[config.mk]
export PLATFORM = sky130hd
export DESIGN_NAME = ps2_keycode_decoder_flat
export DESIGN_NICKNAME = d
export VERILOG_FILES = /design/src/rtl/ps2_keycode_if.sv /design/src/rtl/ps2_keycode_decoder.sv /design/src/flat_wrapper.sv
export SDC_FILE = /design/constraint.sdc
export NUM_CORES = 1
export LEC_CHECK = 0
export BUFFER_PORTS_ARGS = -buffer_cell sky130_fd_sc_hd__buf_2
export CAP_MARGIN = 25
export CELL_PAD_IN_SITES_DETAIL_PLACEMENT = 1
export CELL_PAD_IN_SITES_GLOBAL_PLACEMENT = 1
export CORE_ASPECT_RATIO = 1.75
export CORE_MARGIN = 4
export CORE_UTILIZATION = 47
export DETAILED_ROUTE_END_ITERATION = 16
export HOLD_SLACK_MARGIN = 0.1
export PLACE_DENSITY_LB_ADDON = 0.2
export SYNTH_ARGS = -nofsm -noshare
export SYNTH_HDL_FRONTEND = slang
export SYNTH_SLANG_ARGS = --single-unit
[constraint.sdc]
create_clock -name Clk -period 4 [get_ports Clk]
set_input_delay 0.2 -clock Clk [delete_from_list [all_inputs] [get_ports Clk]]
set_output_delay 0.2 -clock Clk [all_outputs]
set_load 0.02 [all_outputs]
[src/rtl/ps2_keycode_if.sv]
// PS/2 pin pair in, game-side keycode bus out, plus the frame FSM state for observation.
// key_valid and frame_err are single-cycle strobes with no ready/backpressure: a consumer
// must sample them in the cycle they are high; keycode is level data and stays valid between strobes.
interface ps2_keycode_if;
  logic       ps2_clk;
  logic       ps2_data;
  logic [7:0] keycode;
  logic       key_valid;
  logic       frame_err;
  logic [1:0] fsm_state;

  modport master (
    output ps2_clk, ps2_data,
    input  keycode, key_valid, frame_err, fsm_state
  );

  modport slave (
    input  ps2_clk, ps2_data,
    output keycode, key_valid, frame_err, fsm_state
  );
endinterface

[src/rtl/ps2_keycode_decoder.sv]
// PS/2 keyboard receiver: 11-bit frame deserializer with parity/timeout checks, E0/F0
// prefix tracking and a WASD/arrow map onto HID codes held while the key is down.
module ps2_keycode_decoder #(
  parameter int TIMEOUT_CYCLES = 50000
) (
  input  logic          Clk,
  input  logic          Reset,
  ps2_keycode_if.slave  bus
);

  typedef enum logic [1:0] {IDLE = 2'd0, DATA = 2'd1, PARITY = 2'd2, STOP = 2'd3} state_t;

  localparam logic [15:0] TO_LIMIT = 16'(TIMEOUT_CYCLES);

  state_t     state, state_nx;
  logic       clk_s1, clk_s2, clk_prev, data_s1, data_s2;
  logic       fall;
  logic [7:0] shreg;
  logic [2:0] bit_cnt;
  logic       par_bit;
  logic [15:0] to_cnt;
  logic       timeout, shift_en, par_en, err_set, byte_set, frame_ok;
  logic       byte_valid_q, frame_err_q;
  logic [7:0] byte_q;
  logic       ext, brk;
  logic [7:0] keycode_q;
  logic       key_valid_q;
  logic [7:0] mapped;

  function automatic logic [7:0] map_code(input logic is_ext, input logic [7:0] code);
    logic [7:0] m;
    m = 8'h00;
    if (is_ext) begin
      case (code)
        8'h6B: m = 8'h04;
        8'h74: m = 8'h07;
        8'h72: m = 8'h16;
        8'h75: m = 8'h1A;
        default: m = 8'h00;
      endcase
    end else begin
      case (code)
        8'h1C: m = 8'h04;
        8'h23: m = 8'h07;
        8'h1B: m = 8'h16;
        8'h1D: m = 8'h1A;
        default: m = 8'h00;
      endcase
    end
    return m;
  endfunction

  // Synchronizers idle high so that reset never manufactures a falling edge.
  always_ff @(posedge Clk or posedge Reset) begin
    if (Reset) begin
      clk_s1   <= 1'b1;
      clk_s2   <= 1'b1;
      clk_prev <= 1'b1;
      data_s1  <= 1'b1;
      data_s2  <= 1'b1;
    end else begin
      clk_s1   <= bus.ps2_clk;
      clk_s2   <= clk_s1;
      clk_prev <= clk_s2;
      data_s1  <= bus.ps2_data;
      data_s2  <= data_s1;
    end
  end

  assign fall     = clk_prev & ~clk_s2;
  assign timeout  = (state != IDLE) && (to_cnt == TO_LIMIT);
  assign frame_ok = data_s2 & (^{shreg, par_bit});

  always_ff @(posedge Clk or posedge Reset) begin
    if (Reset) state <= IDLE;
    else       state <= state_nx;
  end

  always_comb begin
    state_nx = state;
    if (timeout) begin
      state_nx = IDLE;
    end else if (fall) begin
      case (state)
        IDLE:    if (!data_s2) state_nx = DATA;
        DATA:    if (bit_cnt == 3'd7) state_nx = PARITY;
        PARITY:  state_nx = STOP;
        STOP:    state_nx = IDLE;
        default: state_nx = IDLE;
      endcase
    end
  end

  always_comb begin
    shift_en = fall && !timeout && (state == DATA);
    par_en   = fall && !timeout && (state == PARITY);
    byte_set = fall && !timeout && (state == STOP) && frame_ok;
    err_set  = timeout
             || (fall && (state == IDLE) && data_s2)
             || (fall && (state == STOP) && !frame_ok);
  end

  always_ff @(posedge Clk or posedge Reset) begin
    if (Reset) begin
      shreg        <= 8'h00;
      bit_cnt      <= 3'd0;
      par_bit      <= 1'b0;
      to_cnt       <= 16'd0;
      byte_valid_q <= 1'b0;
      byte_q       <= 8'h00;
      frame_err_q  <= 1'b0;
    end else begin
      if (state == IDLE)  bit_cnt <= 3'd0;
      else if (shift_en)  bit_cnt <= bit_cnt + 3'd1;
      if (shift_en)       shreg   <= {data_s2, shreg[7:1]};
      if (par_en)         par_bit <= data_s2;
      if (state == IDLE || timeout || fall) to_cnt <= 16'd0;
      else                                  to_cnt <= to_cnt + 16'd1;
      byte_valid_q <= byte_set;
      if (byte_set) byte_q <= shreg;
      frame_err_q  <= err_set;
    end
  end

  assign mapped = map_code(ext, byte_q);

  // Prefix flags and the held key; key_valid fires only on a real value change.
  always_ff @(posedge Clk or posedge Reset) begin
    if (Reset) begin
      ext         <= 1'b0;
      brk         <= 1'b0;
      keycode_q   <= 8'h00;
      key_valid_q <= 1'b0;
    end else begin
      key_valid_q <= 1'b0;
      if (frame_err_q) begin
        ext <= 1'b0;
        brk <= 1'b0;
      end else if (byte_valid_q) begin
        if (byte_q == 8'hE0) begin
          ext <= 1'b1;
        end else if (byte_q == 8'hF0) begin
          brk <= 1'b1;
        end else begin
          ext <= 1'b0;
          brk <= 1'b0;
          if (mapped != 8'h00) begin
            if (brk) begin
              if (mapped == keycode_q) begin
                keycode_q   <= 8'h00;
                key_valid_q <= 1'b1;
              end
            end else if (mapped != keycode_q) begin
              keycode_q   <= mapped;
              key_valid_q <= 1'b1;
            end
          end
        end
      end
    end
  end

  assign bus.keycode   = keycode_q;
  assign bus.key_valid = key_valid_q;
  assign bus.frame_err = frame_err_q;
  assign bus.fsm_state = state;

endmodule
[src/flat_wrapper.sv]
// flat-port wrapper written by rule: the top's interface ports become plain ports
module ps2_keycode_decoder_flat 
#(
  parameter int TIMEOUT_CYCLES = 50000
)
  (Clk, Reset, bus_ps2_clk, bus_ps2_data, bus_keycode, bus_key_valid, bus_frame_err, bus_fsm_state);
  ps2_keycode_if bus_i ();
  input  logic Clk;
  input  logic Reset;
  input wire logic [$bits(bus_i.ps2_clk)-1:0] bus_ps2_clk;
  input wire logic [$bits(bus_i.ps2_data)-1:0] bus_ps2_data;
  output wire logic [$bits(bus_i.keycode)-1:0] bus_keycode;
  output wire logic [$bits(bus_i.key_valid)-1:0] bus_key_valid;
  output wire logic [$bits(bus_i.frame_err)-1:0] bus_frame_err;
  output wire logic [$bits(bus_i.fsm_state)-1:0] bus_fsm_state;
  assign bus_i.ps2_clk = bus_ps2_clk;
  assign bus_i.ps2_data = bus_ps2_data;
  assign bus_keycode = bus_i.keycode;
  assign bus_key_valid = bus_i.key_valid;
  assign bus_frame_err = bus_i.frame_err;
  assign bus_fsm_state = bus_i.fsm_state;
  ps2_keycode_decoder #(.TIMEOUT_CYCLES(TIMEOUT_CYCLES)) u_core (.Clk(Clk), .Reset(Reset), .bus(bus_i));
endmodule
==> Word level (Yosys, flattened, before mapping) <==
Index checks and enable logic that the tools add are counted.
{ "classes": {"add_sub_neg": 2, "eq_ne": 22, "n_mux": 30, "bitwise_logic": 6, "n_reduce_logical": 28} }
{ "ops": {"columns": ["operator", "count"], "rows": [
  ["one-hot mux 5 bit (4 select lines)", 2],
  ["equality test 8 x 7 -> 1 bit, second input constant", 4],
  ["2-to-1 mux 8 bit", 4],
  ["equality test 8 x 5 -> 1 bit, second input constant", 3],
  ["adder 16 x 1 -> 16 bit, second input constant", 1],
  ["equality test 16 bit, second input constant", 1],
  ["equality test 8 bit, second input constant", 2],
  ["2-to-1 mux 1 bit", 16],
  ["2-to-1 mux 16 bit", 1],
  ["logical AND 1 bit", 10],
  ["nonzero test 2 bit", 5],
  ["parity 9 bit", 1],
  ["equality test 8 x 6 -> 1 bit, second input constant", 1],
  ["equality test 8 bit", 1],
  ["2-to-1 mux 2 bit", 4],
  ["inequality test 8 bit", 1],
  ["one-hot mux 2 bit (4 select lines)", 1],
  ["nonzero test 8 bit", 1],
  ["AND reduction 7 bit", 1],
  ["2-to-1 mux 3 bit", 2],
  ["inequality test 3 x 1 -> 1 bit, second input constant", 2],
  ["equality test 2 bit, second input constant", 2],
  ["logical OR 1 bit", 4],
  ["NOT 1 bit", 4],
  ["other kinds (11)", 14]
]} }
{ "word_totals": {"regBits": 56, "input_bits": 4, "output_inout_bits": 12, "elab_cells": 105} }

==> Depth between registers and ports, before layout <==
{ "logic_depth": {"word_depth": 11, "mapped_depth": 11, "ltp_nobuf": 10} }

==> Worst setup path after synthesis <==
No wires, ideal clock.
{ "synth_timing": {"path_kind": "register -> register", "startpoint": "register u_core.byte_q[3]", "endpoint": "register u_core.keycode_q[0], in the netlist u_core.bus.keycode[0]", "setup_ps": 125, "arrival_ps": 2676, "required_time_ps": 3875, "slack_ps": 1199, "stages_incl_launch_ff": 11, "path_buffers": 0, "period_less_slack_ps": 2801, "path_cell_list": "dfrtp_1 -> nor4b_1 -> a21oi_1 -> a22oi_1 -> xor2_1 -> nor3_1 -> nand3_1 -> ha_1 -> or4_4 -> a21o_1 -> mux2_2"} }
{ "synth_via": {"elab_chain_len": 6, "word_cells_on_any_way": 23, "classes_between": "eq/ne: 13; mux: 5; bitwise: 2; reduce/logical: 3"} }
{ "synth_rtl": {"columns": ["item", "line", "source"], "rows": [
  ["start, declared", "ps2_keycode_decoder.sv:24", "logic [7:0] byte_q;"],
  ["start signal, assigned", "ps2_keycode_decoder.sv:120", "if (byte_set) byte_q <= shreg;"],
  ["equality test 8 x 5 -> 1 bit (tied with other cells)", "ps2_keycode_decoder.sv:42", "case (code)"],
  ["one-hot mux 5 bit (4 select lines), on equally long branches", "ps2_keycode_decoder.sv:42, ps2_keycode_decoder.sv:34", null],
  ["2-to-1 mux 8 bit", "ps2_keycode_decoder.sv:33", "if (is_ext) begin"],
  ["equality test 8 bit or inequality test 8 bit (tied branches)", "ps2_keycode_decoder.sv:149, ps2_keycode_decoder.sv:153", null],
  ["inequality test 2 bit (no source line) or nonzero test 2 bit (tied branches)", null, null],
  ["AND reduction 7 bit (no source line)", null, null],
  ["end signal, assigned", "ps2_keycode_decoder.sv:154", "keycode_q <= mapped;"],
  ["end, declared", "ps2_keycode_decoder.sv:26", "logic [7:0] keycode_q;"]
]} }
Parallel ways exist; a longest one is shown, timed or not. The select of a mux whose other input is x is not followed.
A chain may end at the register's enable or synchronous reset.

==> Worst setup path after layout <==
{ "layout_timing": {"startpoint": "register u_core.byte_q[4]", "endpoint": "register u_core.keycode_q[0], in the netlist u_core.bus.keycode[0]"} }
The elaborated chain is that of the path after synthesis.

==> impl_summary.md <==
Outcome
The flow ran to the end, and the final reports show no timing, DRC or antenna violations.

Logic synthesis
Yosys mapped a number of flops with a built-in enable equal to 0. In the synthesized netlist the async set-or-reset flop fraction comes to between 90% and 100%. In this run the biggest area consumer among cell types represents 43.1% of the synthesized area. The commonest register cell after synthesis is dfrtp_1. The most common cell in the netlist is dfrtp_1.

The commonest cells after synthesis are dfrtp_1 (48), nor2_1 (24), nand2_1 (17). Dividing the synthesized area by the synthesized cell count gives between 10 and 15 um^2. The post-synth design cell area is 2790 um^2. The portion of the post-synthesis area used by sequential elements is 47.8%.

Yosys attributes the largest share of cell area to dfrtp_1 (43%), mux2_2 (4.8%), dfstp_2 (4.7%). The number of storage elements in the synthesis netlist is 53. Yosys printed 0 warnings. Synthesis handed over a netlist of 257 instances.

Summed over all instances, the cell type with the most area after synthesis is dfrtp_1. The synthesized netlist contains 45 unique library cells.

Drt
The count of nets left with antenna violations after detail routing is 0. After the first detailed-routing iteration, the DRC count stood at 76. For this block, the routed nets add up to 5.56 mm of wire.

The number of design rule violations left after detail routing is 0. The via count is 1898. In the final routed layout, each cell accounts on average for between 15 and 20 um. Using the TritonRoute via totals, the vias-per-cell ratio works out to 5.41. For this run, the detailed router's first-pass iteration total came to 4.

Clocking
TritonCTS built the clock tree. The count of H-tree levels built during CTS is 2. The insertion delay to the later sink of the worst-skew pair is 310 ps. The clock passes through at most 2 buffers. CTS saw 53 sinks. The tree is rooted in a clkbuf_8. Buffers added to address setup during post-CTS repair amount to 0. The clock input transition at the sequential cells of the worst setup and hold paths is 90 ps. The number of buffers created by CTS is 5.

STA
The clock skew is between 8 and 9 ps. The final critical delay including setup and external delays is 3140 ps. The relative max-transition margin is 57.0%. Setup repair after global routing left no endpoint under its margin.

The share of the clock period used by the worst path is around 78%. The least setup slack across all paths after layout is 863 ps. The number of endpoints with negative hold slack in the final report is 0. The final number of max-transition violations was 0.

The sum of negative setup slack is 0 ps. For the pin with the worst max-slew slack, the measured transition is 645 ps. The maximum frequency from static timing analysis is 319 MHz. The number of setup violations in the final report is 0.

Critical path
The sort of element at the start of the critical path is a register. The path type of the worst setup path is register to register. In this run the critical register-to-register path is captured at u_core.bus.keycode[0].

The cell at the slowest stage of the critical path is or4_4. Traced cell by cell, the critical path runs through nor2b_1 > o2111ai_1 > a22oi_1 > xor2_1 > nor3_1 > nand3_1 > ha_1 > or4_4 > a21o_1 > mux2_2. The worst-path maximum fanout is 7. For the worst setup path, the data arrival time is 3340 ps. The worst register-to-register path has a depth of 10. The launch point of the worst reg-to-reg path is u_core.byte_q[4]. The worst reg-to-reg setup slack is 860 ps. STA classifies the critical path endpoint as a register. STA puts the critical path data required time at 4200 ps. In this design, the stage delay of the slowest critical-path cell is 520 ps.

Die
The die area is a little over 7000 um^2. The number of rows in the core area is 36. The width of the chip is ~66 um. Once the floorplan was initialized, standard cells occupied between 40% and 50% of the core.

The die is 110 um tall. The area of the core is 5680 um^2. During I/O placement, the number of pins put on the boundary was 16.

Layout
The number of nets in the finished design is 288. 0 antenna diodes ended up in the layout. At the end of the flow the core is filled with cells to a little over half. Once layout is done, the placed cells without fillers occupy 3050 um^2. The area growth from synthesis to layout is 9.47%.

The layout cell share with drive strength beyond 1 is 18.9%.

Power
In this run the power density over the cells is ~590 nW/um^2. For this design the static power due to leakage is 1.44 nW. After layout, the design draws a total of 0.00180 W. The maximum resistive drop on vdd is 297 uV.

Placement
The worst slack at placement is 859 ps. The routability congestion estimate from global placement is 0.787. The count of buffers added on input and output ports is 12.

Summed over all nets, the half-perimeter wirelength after detailed placement is approximately 4.2 mm. Once placement finished, the instance area stood at approximately 2900 um^2.

Hold path
The hold-critical path endpoint is u_core.data_s2. The worst hold path belongs to the class register to register. The worst hold path cell count is 0.

The launch point of the worst hold path is u_core.data_s1.

GRT
The overall routing resource usage is 17.7%. The global route total overflow is 0. The maximum number of pins on one net before global-route repair is 54. The initial antenna violation count is 0. The number of global-route vias before repair is between 2k and 2.5k. The first global-routing pass estimated 9.71 mm of wire.

Run
The tool flagged a number of max-cap violations equal to 0.
[flip-flops by register name, summed over array words and instances (netlist names), 2 cells and up]
register and count:
u_core.bit_cnt 3, u_core.bus.fsm_state 2, u_core.bus.keycode 5, u_core.byte_q 8, u_core.shreg 8, u_core.to_cnt 16
[routing by layer]
| layer | up-vias | part of all wire [%] | track usage (%) |
|---|---|---|---|
| li1 | 915 | - | - |
| met1 | 947 | 35 | 17.6 |
| met2 | 21 | 60 | 33.8 |
| met3 | 15 | 2.0 | 3.48 |
| met4 | 0 | 2.9 | 8.72 |
| met5 | - | 0 | 0 |
[placed cells by master (no fill, tap or decap), types with 2 or more instances in the layout]
cell / synthesis / routed
nor3b_1: 2 / 2
nor2b_1: 5 / 5
nand4_1: 4 / 4
nor4bb_1: 2 / 2
xnor2_1: 10 / 10
a21oi_1: 11 / 11
dfstp_2: 5 / 5
o21ai_0: 8 / 8
buf_2: 1 / 12
ha_1: 10 / 10
xor2_1: 13 / 13
nand2_1: 17 / 17
mux2_2: 12 / 12
dlygate4sd3_1: 0 / 3
nor2_1: 24 / 24
nand2b_1: 2 / 2
nor3_1: 5 / 5
a22oi_1: 2 / 2
clkbuf_8: 1 / 6
mux2i_1: 2 / 2
and4b_1: 2 / 2
conb_1: 1 / 3
nand3_1: 16 / 16
a21o_1: 3 / 3
and2_1: 3 / 3
or3_1: 4 / 4
inv_1: 10 / 9
dfrtp_1: 48 / 48
mux2_4: 8 / 8
and3_1: 6 / 6
[metrics by stage]
| stage | cells | hold WS, ps |
|---|---|---|
| after floorplan | 259 | 204 |
| after global placement | 340 | 305 |
| after detailed placement | 340 | 306 |
| after CTS | 351 | 360 |
| after global routing | 351 | 364 |
| final | 351 | 358 |
[layout make-up]
class                           instances  area [um^2]
Fill cell                             648         2630
Multi-Input combinational cell        188         1370
Sequential cell                        53         1330
Timing Repair Buffer                   16         97.6
Tap cell                               76         95.1
Clock buffer                            7         86.3
Inverter                               10         37.5
Clock inverter                          1         30.0
[power breakdown]
| part | internal (W) | leakage [nW] | switching (W) |
|---|---|---|---|
| registers | 0.000646 | 0.700 | 0.000152 |
| logic | 0.000308 | 0.683 | 0.000323 |
| clock network | 0.000204 | 0.0585 | 0.000172 |
[how the worst max path moves through the flow]
stage / start / end / cells after the start
final: u_core.byte_q[4] / u_core.bus.keycode[0] / 10
after global routing: u_core.byte_q[3] / u_core.bus.keycode[0] / 10
after CTS: u_core.byte_q[4] / u_core.bus.keycode[0] / 10
after detailed placement: u_core.byte_q[4] / u_core.bus.keycode[0] / 10
after global placement: u_core.byte_q[4] / u_core.bus.keycode[0] / 10
after floorplan: u_core.byte_q[3] / u_core.bus.keycode[0] / 10
[cell families after synthesis]
family                     synth area share [%]
xor gates and xnor gates                   8.04
buffers and inverters                      3.23
AOI/OAI and AO/OA                          6.51
and+or+nand+nor                            19.9
other                                     0.135
muxes                                      9.88
adders and majority gates                  4.49
DFF                                        47.8
[timing repair]
item | in CTS | in global routing
hold buffers | 3 | 0
gates resized for setup | 0 | 0
endpoints found under the hold margin | 50 | 0
[critical path, delay by kind of cell, from the launching register on]
family / cells / cell delay (ps)
simple gates: 4 / 1250
compound gates: 3 / 690
fa+ha+maj: 1 / 190
flops: 1 / 480
mux: 1 / 290
xor+xnor: 1 / 100
No activity file was read; power rests on OpenSTA's default activity.
